`config.mk`:
```
export PLATFORM = sky130hd
export DESIGN_NAME = keypad_scanner_flat
export DESIGN_NICKNAME = d
export VERILOG_FILES = /design/src/rtl/clock_pkg.sv /design/src/rtl/keypad_scanner_if.sv /design/src/rtl/key_debounce.sv /design/src/rtl/keypad_scanner.sv /design/src/flat_wrapper.sv
export SDC_FILE = /design/constraint.sdc
export NUM_CORES = 1
export LEC_CHECK = 0
export CORE_MARGIN = 4
export CORE_UTILIZATION = 56
export CTS_BUF_LIST = sky130_fd_sc_hd__clkbuf_8
export DETAILED_ROUTE_END_ITERATION = 10
export DONT_BUFFER_PORTS = 1
export PLACE_DENSITY = 0.71
export SLEW_MARGIN = 0
export SYNTH_ARGS = -nofsm -noshare
export SYNTH_HDL_FRONTEND = slang
export SYNTH_SLANG_ARGS = --single-unit
```
`constraint.sdc`:
```
create_clock -name CP -period 10.9 [get_ports CP]
set_input_delay 2.18 -clock CP [delete_from_list [all_inputs] [get_ports CP]]
set_output_delay 2.18 -clock CP [all_outputs]
set_load 0.01 [all_outputs]
```
`src/rtl/clock_pkg.sv`:
```
// Shared types and constants for the clock's keypad front end: scan classes,
// debounce states, matrix geometry and the key codes the alarm logic decodes.
package clock_pkg;

  localparam int KP_ROWS = 4;
  localparam int KP_COLS = 4;

  typedef enum logic [1:0] {
    SCAN_NONE,
    SCAN_SINGLE,
    SCAN_MULTI
  } scan_class_e;

  typedef enum logic [1:0] {
    ST_IDLE,
    ST_CAND,
    ST_PRESSED
  } deb_state_e;

  localparam logic [3:0] KEY_HOUR_UP  = 4'd0;
  localparam logic [3:0] KEY_MIN_UP   = 4'd1;
  localparam logic [3:0] KEY_ALARM    = 4'd2;
  localparam logic [3:0] KEY_SNOOZE   = 4'd3;
  localparam logic [3:0] KEY_SET_TIME = 4'd4;

  // Key code is row_index*4 + col_index.
  function automatic logic [3:0] key_code_of(logic [1:0] row_index, logic [1:0] col_index);
    return {row_index, col_index};
  endfunction

endpackage

```
`src/rtl/keypad_scanner_if.sv`:
```
// Keypad matrix pins plus the cleaned key-event outputs of keypad_scanner.
interface keypad_scanner_if;
  logic [3:0] col;
  logic [3:0] row;
  logic [3:0] key_code;
  logic       key_valid;
  logic       key_held;

  modport master (input col, output row, key_code, key_valid, key_held);
  modport slave  (output col, input row, key_code, key_valid, key_held);
endinterface

```
`src/rtl/key_debounce.sv`:
```
// Debounce FSM: turns one classified result per full scan into single-cycle
// key events with press acceptance and release tracking.
module key_debounce
  import clock_pkg::*;
#(
  parameter int DEBOUNCE_SCANS = 4
) (
  input  logic        clk,
  input  logic        rst_n,
  input  logic        scan_strobe,
  input  scan_class_e scan_class,
  input  logic [3:0]  scan_code,
  output logic [3:0]  key_code,
  output logic        key_valid,
  output logic        key_held
);

  localparam int CW = $clog2(DEBOUNCE_SCANS + 1);

  deb_state_e    state;
  logic [3:0]    cand;
  logic [CW-1:0] cnt;
  logic [CW-1:0] rel;

  always_ff @(posedge clk or negedge rst_n) begin
    if (!rst_n) begin
      state     <= ST_IDLE;
      cand      <= '0;
      cnt       <= '0;
      rel       <= '0;
      key_code  <= '0;
      key_valid <= 1'b0;
      key_held  <= 1'b0;
    end else begin
      key_valid <= 1'b0;
      if (scan_strobe) begin
        case (state)
          ST_IDLE: begin
            if (scan_class == SCAN_SINGLE) begin
              cand <= scan_code;
              cnt  <= CW'(1);
              if (DEBOUNCE_SCANS == 1) begin
                state     <= ST_PRESSED;
                key_code  <= scan_code;
                key_valid <= 1'b1;
                key_held  <= 1'b1;
                rel       <= '0;
              end else begin
                state <= ST_CAND;
              end
            end
          end
          ST_CAND: begin
            if (scan_class == SCAN_SINGLE && scan_code == cand) begin
              if (int'(cnt) + 1 >= DEBOUNCE_SCANS) begin
                state     <= ST_PRESSED;
                key_code  <= cand;
                key_valid <= 1'b1;
                key_held  <= 1'b1;
                rel       <= '0;
              end else begin
                cnt <= cnt + 1'b1;
              end
            end else if (scan_class == SCAN_SINGLE) begin
              cand <= scan_code;
              cnt  <= CW'(1);
            end else begin
              state <= ST_IDLE;
              cnt   <= '0;
            end
          end
          ST_PRESSED: begin
            // Any key activity restarts the release count; no rollover.
            if (scan_class == SCAN_NONE) begin
              if (int'(rel) + 1 >= DEBOUNCE_SCANS) begin
                state    <= ST_IDLE;
                key_held <= 1'b0;
                rel      <= '0;
                cnt      <= '0;
              end else begin
                rel <= rel + 1'b1;
              end
            end else begin
              rel <= '0;
            end
          end
          default: state <= ST_IDLE;
        endcase
      end
    end
  end

endmodule

```
`src/rtl/keypad_scanner.sv`:
```
// 4x4 matrix keypad scanner: drives one active-low row per slot, samples the
// synchronized columns, classifies each full scan and hands it to key_debounce.
module keypad_scanner
  import clock_pkg::*;
#(
  parameter int SCAN_DIV       = 50000,
  parameter int DEBOUNCE_SCANS = 4
) (
  input logic              CP,
  input logic              _CR,
  keypad_scanner_if.master kp
);

  localparam int PW = $clog2(SCAN_DIV);
  localparam int AW = $clog2(KP_ROWS * KP_COLS + 1);

  logic [3:0]    col_meta, col_s;
  logic [PW-1:0] presc;
  logic [1:0]    row_idx;
  logic [AW-1:0] acc_cnt;
  logic [3:0]    acc_code;
  logic [2:0]    slot_cnt;
  logic [3:0]    slot_code;
  logic [AW-1:0] scan_cnt;
  logic [3:0]    scan_code;
  logic          tick, scan_done;
  scan_class_e   scan_class;

  assign tick      = (presc == PW'(SCAN_DIV - 1));
  assign scan_done = tick && (row_idx == 2'd3);
  assign kp.row    = ~(4'b0001 << row_idx);

  // NOTE: blocking assignments are correct here; this block is combinational
  // and each loop iteration must see the previous iteration's count.
  always_comb begin
    slot_cnt  = '0;
    slot_code = '0;
    for (int c = 0; c < KP_COLS; c++) begin
      if (!col_s[c]) begin
        slot_cnt  = slot_cnt + 1'b1;
        slot_code = key_code_of(row_idx, 2'(c));
      end
    end
  end

  assign scan_cnt  = acc_cnt + AW'(slot_cnt);
  assign scan_code = (slot_cnt != '0) ? slot_code : acc_code;

  always_comb begin
    scan_class = SCAN_MULTI;
    if (scan_cnt == '0)             scan_class = SCAN_NONE;
    else if (scan_cnt == AW'(1))    scan_class = SCAN_SINGLE;
  end

  // NOTE: synchronizer flops reset to all-ones so an idle (pulled-up) keypad
  // never looks pressed in the first cycles after reset.
  always_ff @(posedge CP or negedge _CR) begin
    if (!_CR) begin
      col_meta <= 4'hF;
      col_s    <= 4'hF;
      presc    <= '0;
      row_idx  <= '0;
      acc_cnt  <= '0;
      acc_code <= '0;
    end else begin
      col_meta <= kp.col;
      col_s    <= col_meta;
      presc    <= tick ? '0 : presc + 1'b1;
      if (tick) begin
        row_idx <= row_idx + 1'b1;
        if (scan_done) begin
          acc_cnt  <= '0;
          acc_code <= '0;
        end else begin
          acc_cnt  <= scan_cnt;
          acc_code <= scan_code;
        end
      end
    end
  end

  key_debounce #(
    .DEBOUNCE_SCANS(DEBOUNCE_SCANS)
  ) u_debounce (
    .clk        (CP),
    .rst_n      (_CR),
    .scan_strobe(scan_done),
    .scan_class (scan_class),
    .scan_code  (scan_code),
    .key_code   (kp.key_code),
    .key_valid  (kp.key_valid),
    .key_held   (kp.key_held)
  );

endmodule

```
`src/flat_wrapper.sv`:
```
// flat-port wrapper written by rule: the top's interface ports become plain ports
module keypad_scanner_flat import clock_pkg::*;
#(
  parameter int SCAN_DIV       = 50000,
  parameter int DEBOUNCE_SCANS = 4
)
  (CP, _CR, kp_col, kp_row, kp_key_code, kp_key_valid, kp_key_held);
  keypad_scanner_if kp_i ();
  input logic CP;
  input logic _CR;
  input wire logic [$bits(kp_i.col)-1:0] kp_col;
  output wire logic [$bits(kp_i.row)-1:0] kp_row;
  output wire logic [$bits(kp_i.key_code)-1:0] kp_key_code;
  output wire logic [$bits(kp_i.key_valid)-1:0] kp_key_valid;
  output wire logic [$bits(kp_i.key_held)-1:0] kp_key_held;
  assign kp_i.col = kp_col;
  assign kp_row = kp_i.row;
  assign kp_key_code = kp_i.key_code;
  assign kp_key_valid = kp_i.key_valid;
  assign kp_key_held = kp_i.key_held;
  keypad_scanner #(.SCAN_DIV(SCAN_DIV), .DEBOUNCE_SCANS(DEBOUNCE_SCANS)) u_core (.CP(CP), ._CR(_CR), .kp(kp_i));
endmodule
```
==> results.toml, run 1 <==
[outcome]
status = "completed"

[min_path]
min_path_type = "flip-flop to flip-flop"
min_path_cells = 0
whs_endpoint = "u_core.col_s[3]"
worstHoldStart = "u_core.col_meta[3]"

[power]
swShare_pct = 25.4
peakVddDrop_v = 0.0000692
finalPower_uw = 343
power.leakage_nw = 1.44
pwr-share-seq_pct = 58.5
p_comb_share_pct = 8.5
p_int_uw = 256
power_switching_uw = 87.2
clkPwrFrac_pct = 33.0
power_density_nw_per_um2 = 108

[clock_network]
clkLatencyLatePin_ns = 0.31
clkSlewWorstSetupHoldPaths_ns = 0.09
cts-root-buf = "clkbuf_8"
clockBufferDepth = 2
cts_buffers = 5
cts_setup_buffers = 0
ctsResizeCount = 0
ctsHoldBuffers = 0
clock_sinks = 53
htreeDepth = 2
cts_tree = "done"

[floorplanning]
die_w_um = 81.5
fp-row-count = 26
die_h_um = 81.5
coreArea_sq_um = 5170
ioPinCount = 16
die_area_sq_um = 6640
start_util_pct = 58.5

[flow_run]
max_cap_violations = 0

[drt]
routedWlPerCell_um = 15.3
drt_iter0_drc = 155
drc_errors = 0
vias = 2130
viasPerCell = 5.73
first_pass_iters = 4
postRouteAntennaNets = 0
wirelength_mm = 5.71

[placed_design]
io_buffers = 0
placedCellCount = 364
hpwlAfterDp_mm = 4.20
place.gp.congestion = 0.863
place_ws_ns = 6.59

[yosys]
yosysTopAreaCell = "dfrtp_1"
syn-instance-count = 299
synth-simple-area-share_pct = 23.0
synth_adder_area_share_pct = 7.69
ys.warnings.count = 0
synth_top_family_by_area = "simple AND/OR/NAND/NOR gates"
ys_types = 59
ys_seq_area_share_pct = 44.2
synth-edff-count = 0
synthArstFlopShare_pct = 100
synth_xor_area_share_pct = 7.53
muxShareOfSynthArea_pct = 3.35
syn_area_sq_um = 3030
syn_nets = 323
synth_compound_area_share_pct = 11.1
synthTopCellsByArea = "dfrtp_1 37%, ha_1 7.0%, dfstp_2 6.9%"
synthFlopType = "dfrtp_1"
synth.avg_cell_area_sq_um = 10.1
ys_ff_latch = 53
yosysTopAreaCellShare_pct = 37.2

[layout]
layout-area-overhead-vs-synth_pct = 5.13
layout-drive-gt1-share_pct = 13.6
instances_no_fill = 372
final_nets = 325
fillerInstances = 417
diodes = 0

[global_routing]
overflow = 0
grt_max_degree = 54
grt_antenna_before_repair = 0
grt_pass1_wl_mm = 9.97
grt_pass1_vias = 2078
track_usage_pct = 19.3

[worst_setup_path]
crit_path_end_kind = "flip-flop"
path_class = "flip-flop to flip-flop"
crit_buf_inv = 2
cp_cell_sequence = "inv_1 > ha_1 > xnor2_1 > ha_1 > nor2b_1 > a21o_1 > inv_2 > fa_1 > nor2b_1 > o21ai_0 > xnor2_1 > or3_1 > or2_2 > nor4_4 > mux2_2"
reg2reg_to = "u_core.u_debounce.key_code[0]"
crit_path_max_incr_delay_ns = 0.55
cp-start-kind = "flip-flop"
ff2ff_path_depth = 15
rrSetupSlack_ns = 6.57
path_max_fanout = 6
crit_arrival_ns = 4.53
cp_top_family = "simple AND/OR/NAND/NOR gates"
required_ns = 11.10
slowest_stage = "dfstp_2"
rr_startpoint = "u_core.col_s[0]"

[timing]
rsz0062_at_grt = "false"
finalHoldViolCount = 0
timing.final.crit_share_pct = 39.8
fin_ws_ns = 6.57
hold_ws_ns = 0.360
fmaxAchievable_mhz = 231
worst_clock_skew_ns = 0.00508
drv_slew = 0
slew_headroom_pct = 37.9
tightest_slew_ns = 0.926
final.min_clock_period_ns = 4.33
finalSetupViolCount = 0
setup_tns_ns = 0
final cells by class:
cell class,instances,area (sq um),area share [%]
timing repair buffer,1,7.51,0.236
inverter,18,67.6,2.12
clock buffer,5,68.8,2.16
multi-input combinational,222,1590,50.0
clock inverter,3,21.3,0.669
sequential,53,1340,42.0
tap,70,87.6,2.75
how the worst max path moves through the flow:
stage                          from                             to  slack, ns  depth (start not counted)
finish              u_core.col_s[0]  u_core.u_debounce.key_code[0]       6.57                         15
global route        u_core.col_s[0]  u_core.u_debounce.key_code[3]       6.30                         15
floorplan           u_core.col_s[0]  u_core.u_debounce.key_code[0]       6.84                         15
detailed placement  u_core.col_s[0]  u_core.u_debounce.key_code[0]       6.59                         15
CTS                 u_core.col_s[0]  u_core.u_debounce.key_code[0]       6.56                         15
global placement    u_core.col_s[0]  u_core.u_debounce.key_code[2]       6.69                         15
through the flow:
step	utilization, %	instance area [sq um]
after floorplan	-	3030
after global placement	59.7	3090
after detailed placement	59.7	3090
after CTS	61.5	3180
after global routing	61.5	3180
final	61.5	3180
logic make-up after synthesis:
kind of cell,Yosys count
AND/OR/NAND/NOR,118
flip-flops,53
AO/OA/AOI/OAI,51
XOR/XNOR,26
buffers and inverters,24
adder cells (fa/ha/maj),18
multiplexers,9
worst register-to-register path, stage by stage (launching register included):
cell and delay (ns):
dfstp_2 0.55, inv_1 0.04, ha_1 0.35, xnor2_1 0.18
ha_1 0.28, nor2b_1 0.12, a21o_1 0.13, inv_2 0.08
fa_1 0.47, nor2b_1 0.12, o21ai_0 0.10, xnor2_1 0.20
or3_1 0.45, or2_2 0.37, nor4_4 0.40, mux2_2 0.38
synthesized netlist by cell type (2+ instances only):
master     instances
a21oi_1            3
a2bb2oi_1          2
and2_1             3
and3_1             6
buf_2              3
clkbuf_1           2
dfrtp_1           45
dfstp_2            8
ha_1              17
inv_1             17
mux2_2             9
nand2_1           31
nand2b_1           3
nand3_1           15
nand4_1            3
nand4bb_1          2
nor2_1            16
nor2b_1            6
nor3_1             4
nor4_1             3
nor4_4             2
o211ai_1           4
o21a_1             2
o21ai_0           21
o21ai_1            4
o31a_1             4
or3_1              7
or4_1              2
xnor2_1           10
xor2_1            16
flip-flops by register name (all words and copies together), names as in the netlist:
signal                       flops
u_core.acc_cnt                   5
u_core.u_debounce.key_valid      1
u_core.u_debounce.key_held       1
u_core.u_debounce.key_code       4
u_core.u_debounce.rel            3
u_core.presc                    16
u_core.u_debounce.state          2
u_core.row_idx                   2
u_core.col_s                     4
u_core.acc_code                  4
u_core.col_meta                  4
u_core.u_debounce.cand           4
u_core.u_debounce.cnt            3
routing by layer:
layer	vias up	wire, um	track usage [%]
met3	9	283	5.04
met5	-	0	0
met1	1033	2740	26.1
met2	37	2620	30.9
met4	0	64	4.90
li1	1051	-	-
power by group through the flow:
stage / combinational [mW] / sequential (mW) / clock (mW)
6_report: 0.0294 / 0.201 / 0.113
5_1_grt: 0.0327 / 0.201 / 0.125
4_1_cts: 0.0290 / 0.201 / 0.118
3_5_place_dp: 0.0289 / 0.205 / 0
3_3_place_gp: 0.0282 / 0.204 / 0
2_1_floorplan: 0.0258 / 0.203 / 0
layout by cell type, fill, tap and decap left out, drive strengths merged, types with 5 or more instances in the layout:
cell | netlist | routed
xor2 | 16 | 16
nor4 | 6 | 6
nor3 | 5 | 5
nor2b | 6 | 6
xnor2 | 10 | 10
and3 | 6 | 6
nand2 | 32 | 32
nor2 | 16 | 16
mux2 | 9 | 9
ha | 17 | 17
inv | 18 | 19
nand3 | 16 | 16
o21ai | 25 | 25
clkbuf | 2 | 5
or3 | 8 | 8
dfrtp | 45 | 45
dfstp | 8 | 8
Power figures use the tool's default switching activity.
==> inputs of run 2 (changes only) <==
Settings changed: PLACE_DENSITY 0.71 to 0.74.
Clock period 10.9 ns to 3.7 ns, I/O delays scaled along.
==> run 2 against run 1 <==
  * Die area unchanged
  * Worst hold slack worse by 0.25 ns
  * Fmax grew 17%
  * First-iteration DRC count is 24% lower
  * Critical endpoint is now u_core.u_debounce.key_code[1]
  * Largest power group unchanged
==> results.toml, run 2 (synthesis gave the netlist of run 1 again) <==
[floorplanning]
die_w_um = 81.5
die_h_um = 81.5
ioPinCount = 16
die_area_sq_um = 6640
fp-row-count = 26
start_util_pct = 58.5
coreArea_sq_um = 5170

[min_path]
min_path_type = "primary input to async pin"

[worst_setup_path]
path_class = "flip-flop to flip-flop"
crit_arrival_ns = 3.90
rrSetupSlack_ns = 0.005
path_max_fanout = 5
cp_top_family = "simple AND/OR/NAND/NOR gates"
ff2ff_path_depth = 17
reg2reg_to = "u_core.u_debounce.key_code[1]"
crit_path_end_kind = "flip-flop"
required_ns = 3.90
slowest_stage = "dfstp_2"
rr_startpoint = "u_core.col_s[1]"
cp_cell_sequence = "inv_2 > ha_4 > nand2b_4 > and2_4 > ha_4 > nor2b_4 > a21o_1 > inv_2 > fa_2 > nor2b_2 > o21ai_2 > xnor2_2 > or3_4 > or2_4 > nor4_4 > buf_4 > mux2_4"
crit_buf_inv = 3
crit_path_max_incr_delay_ns = 0.55
cp-start-kind = "flip-flop"

[drt]
routedWlPerCell_um = 14.8
drt_iter0_drc = 118
postRouteAntennaNets = 0
first_pass_iters = 4
vias = 2233
wirelength_mm = 5.83
drc_errors = 0
viasPerCell = 5.68

[placed_design]
hpwlAfterDp_mm = 4.10
placedCellCount = 376
place.gp.congestion = 0.837
io_buffers = 0
place_area_sq_um = 3220

[timing]
final.min_clock_period_ns = 3.70
slew_headroom_pct = 52.1
worst_clock_skew_ns = 0.0125
finalSetupViolCount = 0
fmaxAchievable_mhz = 271
timing.final.crit_share_pct = 99.9
drv_slew = 0
tightest_slew_ns = 0.714
rsz0062_at_grt = "true"
setup_tns_ns = 0
hold_ws_ns = 0.113
finalHoldViolCount = 0

[global_routing]
grt_pass1_wl_mm = 10.3
grt_antenna_before_repair = 0
overflow = 0
grt_max_degree = 54
grt_pass1_vias = 2280
track_usage_pct = 19.7

[layout]
final_nets = 346
layout-drive-gt1-share_pct = 25.1
largest_reg_flops = 16
mostFrequentLayoutCells = "45 x dfrtp_1, 30 x nand2_1, 21 x buf_4"
instances_no_fill = 393
fillerInstances = 383
final_common_cell = "dfrtp_1"
fin_util_pct = 67.7
top_register = "u_core.presc"
reg_top3 = "u_core.presc x16, u_core.acc_cnt x5"
diodes = 0
layout-area-overhead-vs-synth_pct = 15.8
fin_area_sq_um = 3500

[clock_network]
clkSlewWorstSetupHoldPaths_ns = 0.09
clockBufferDepth = 2
clock_sinks = 53
htreeDepth = 2
cts-root-buf = "clkbuf_8"
clkLatencyLatePin_ns = 0.31
cts_tree = "done"
cts_buffers = 5
ctsHoldBuffers = 0

[outcome]
status = "completed"

[flow_run]
max_cap_violations = 0

[power]
peakVddDrop_v = 0.000271
power.leakage_nw = 1.61
power_density_nw_per_um2 = 316
==> run 2: cell types whose count changed in the layout (fill, tap and decap cells not counted), sizes merged <==
cell	previous run	this run
clkinvlp	1	0
buf	1	22
bufinv	0	1
==> run 2: power by group <==
group | total, mW | switching (mW) | internal, mW
Combinational | 0.136 | 0.0674 | 0.0685
Sequential | 0.593 | 0.00558 | 0.587
Clock | 0.378 | 0.181 | 0.197
Total | 1.11 | 0.254 | 0.853
==> run 2: how the worst max path moves through the flow <==
stage / cells after the start / to / slack (ns) / startpoint
detailed placement: 17 / u_core.u_debounce.key_code[3] / -0.07 / u_core.col_s[1]
global route: 17 / u_core.u_debounce.key_code[2] / -0.21 / u_core.col_s[0]
floorplan: 16 / u_core.u_debounce.key_code[0] / 0.02 / u_core.col_s[1]
finish: 17 / u_core.u_debounce.key_code[1] / 0.005 / u_core.col_s[1]
CTS: 17 / u_core.u_debounce.key_code[3] / 0.001 / u_core.col_s[1]
global placement: 16 / u_core.u_debounce.cnt[0] / -0.0001 / u_core.col_s[1]
==> run 2: layer usage <==
metal	global-route usage, %	up-vias	wire [um]
met4	4.39	0	26
li1	-	1100	-
met1	25.1	1090	2730
met3	4.82	2	223
met2	33.8	41	2850
met5	0	-	0
==> run 2: area by class of cell <==
cell class	count	area (sq um)	area share (%)
Sequential cell	53	1340	38.2
Clock buffer	5	68.8	1.96
Inverter	18	67.6	1.93
Multi-Input combinational cell	222	1740	49.6
Timing Repair Buffer	22	169	4.82
Clock inverter	3	37.5	1.07
Tap cell	70	87.6	2.50
==> run 2: worst reg2reg max path, cell delays in order (launching register included) <==
cell and delay [ns]:
dfstp_2 0.55, inv_2 0.04, ha_4 0.15, nand2b_4 0.13, and2_4 0.15, ha_4 0.25
nor2b_4 0.12, a21o_1 0.13, inv_2 0.06, fa_2 0.36, nor2b_2 0.15, o21ai_2 0.09
xnor2_2 0.17, or3_4 0.35, or2_4 0.29, nor4_4 0.13, buf_4 0.19, mux2_4 0.29
==> run 2: what timing repair did <==
| item | CTS | global route |
|---|---|---|
| buffers inserted | 3 | 6 |
| hold endpoints to repair | 0 | 0 |
| gates resized for setup | 13 | 12 |
| pin swaps | 6 | 3 |
| endpoints found under the setup margin | 16 | 17 |
==> run 2: stage by stage <==
stage | total power, mW | setup WS [ns]
2_1_floorplan | 0.680 | 0.0216
3_3_place_gp | 0.707 | -0.000120
3_5_place_dp | 0.711 | -0.0704
4_1_cts | 1.10 | 0.00120
5_1_grt | 1.16 | -0.212
6_report | 1.11 | 0.00451
==> inputs of run 3 (changes only) <==
Settings changed: SLEW_MARGIN 0 to unset.
==> results of run 3 <==
The final DEF is identical to that of run 2; final timing and power are the same.
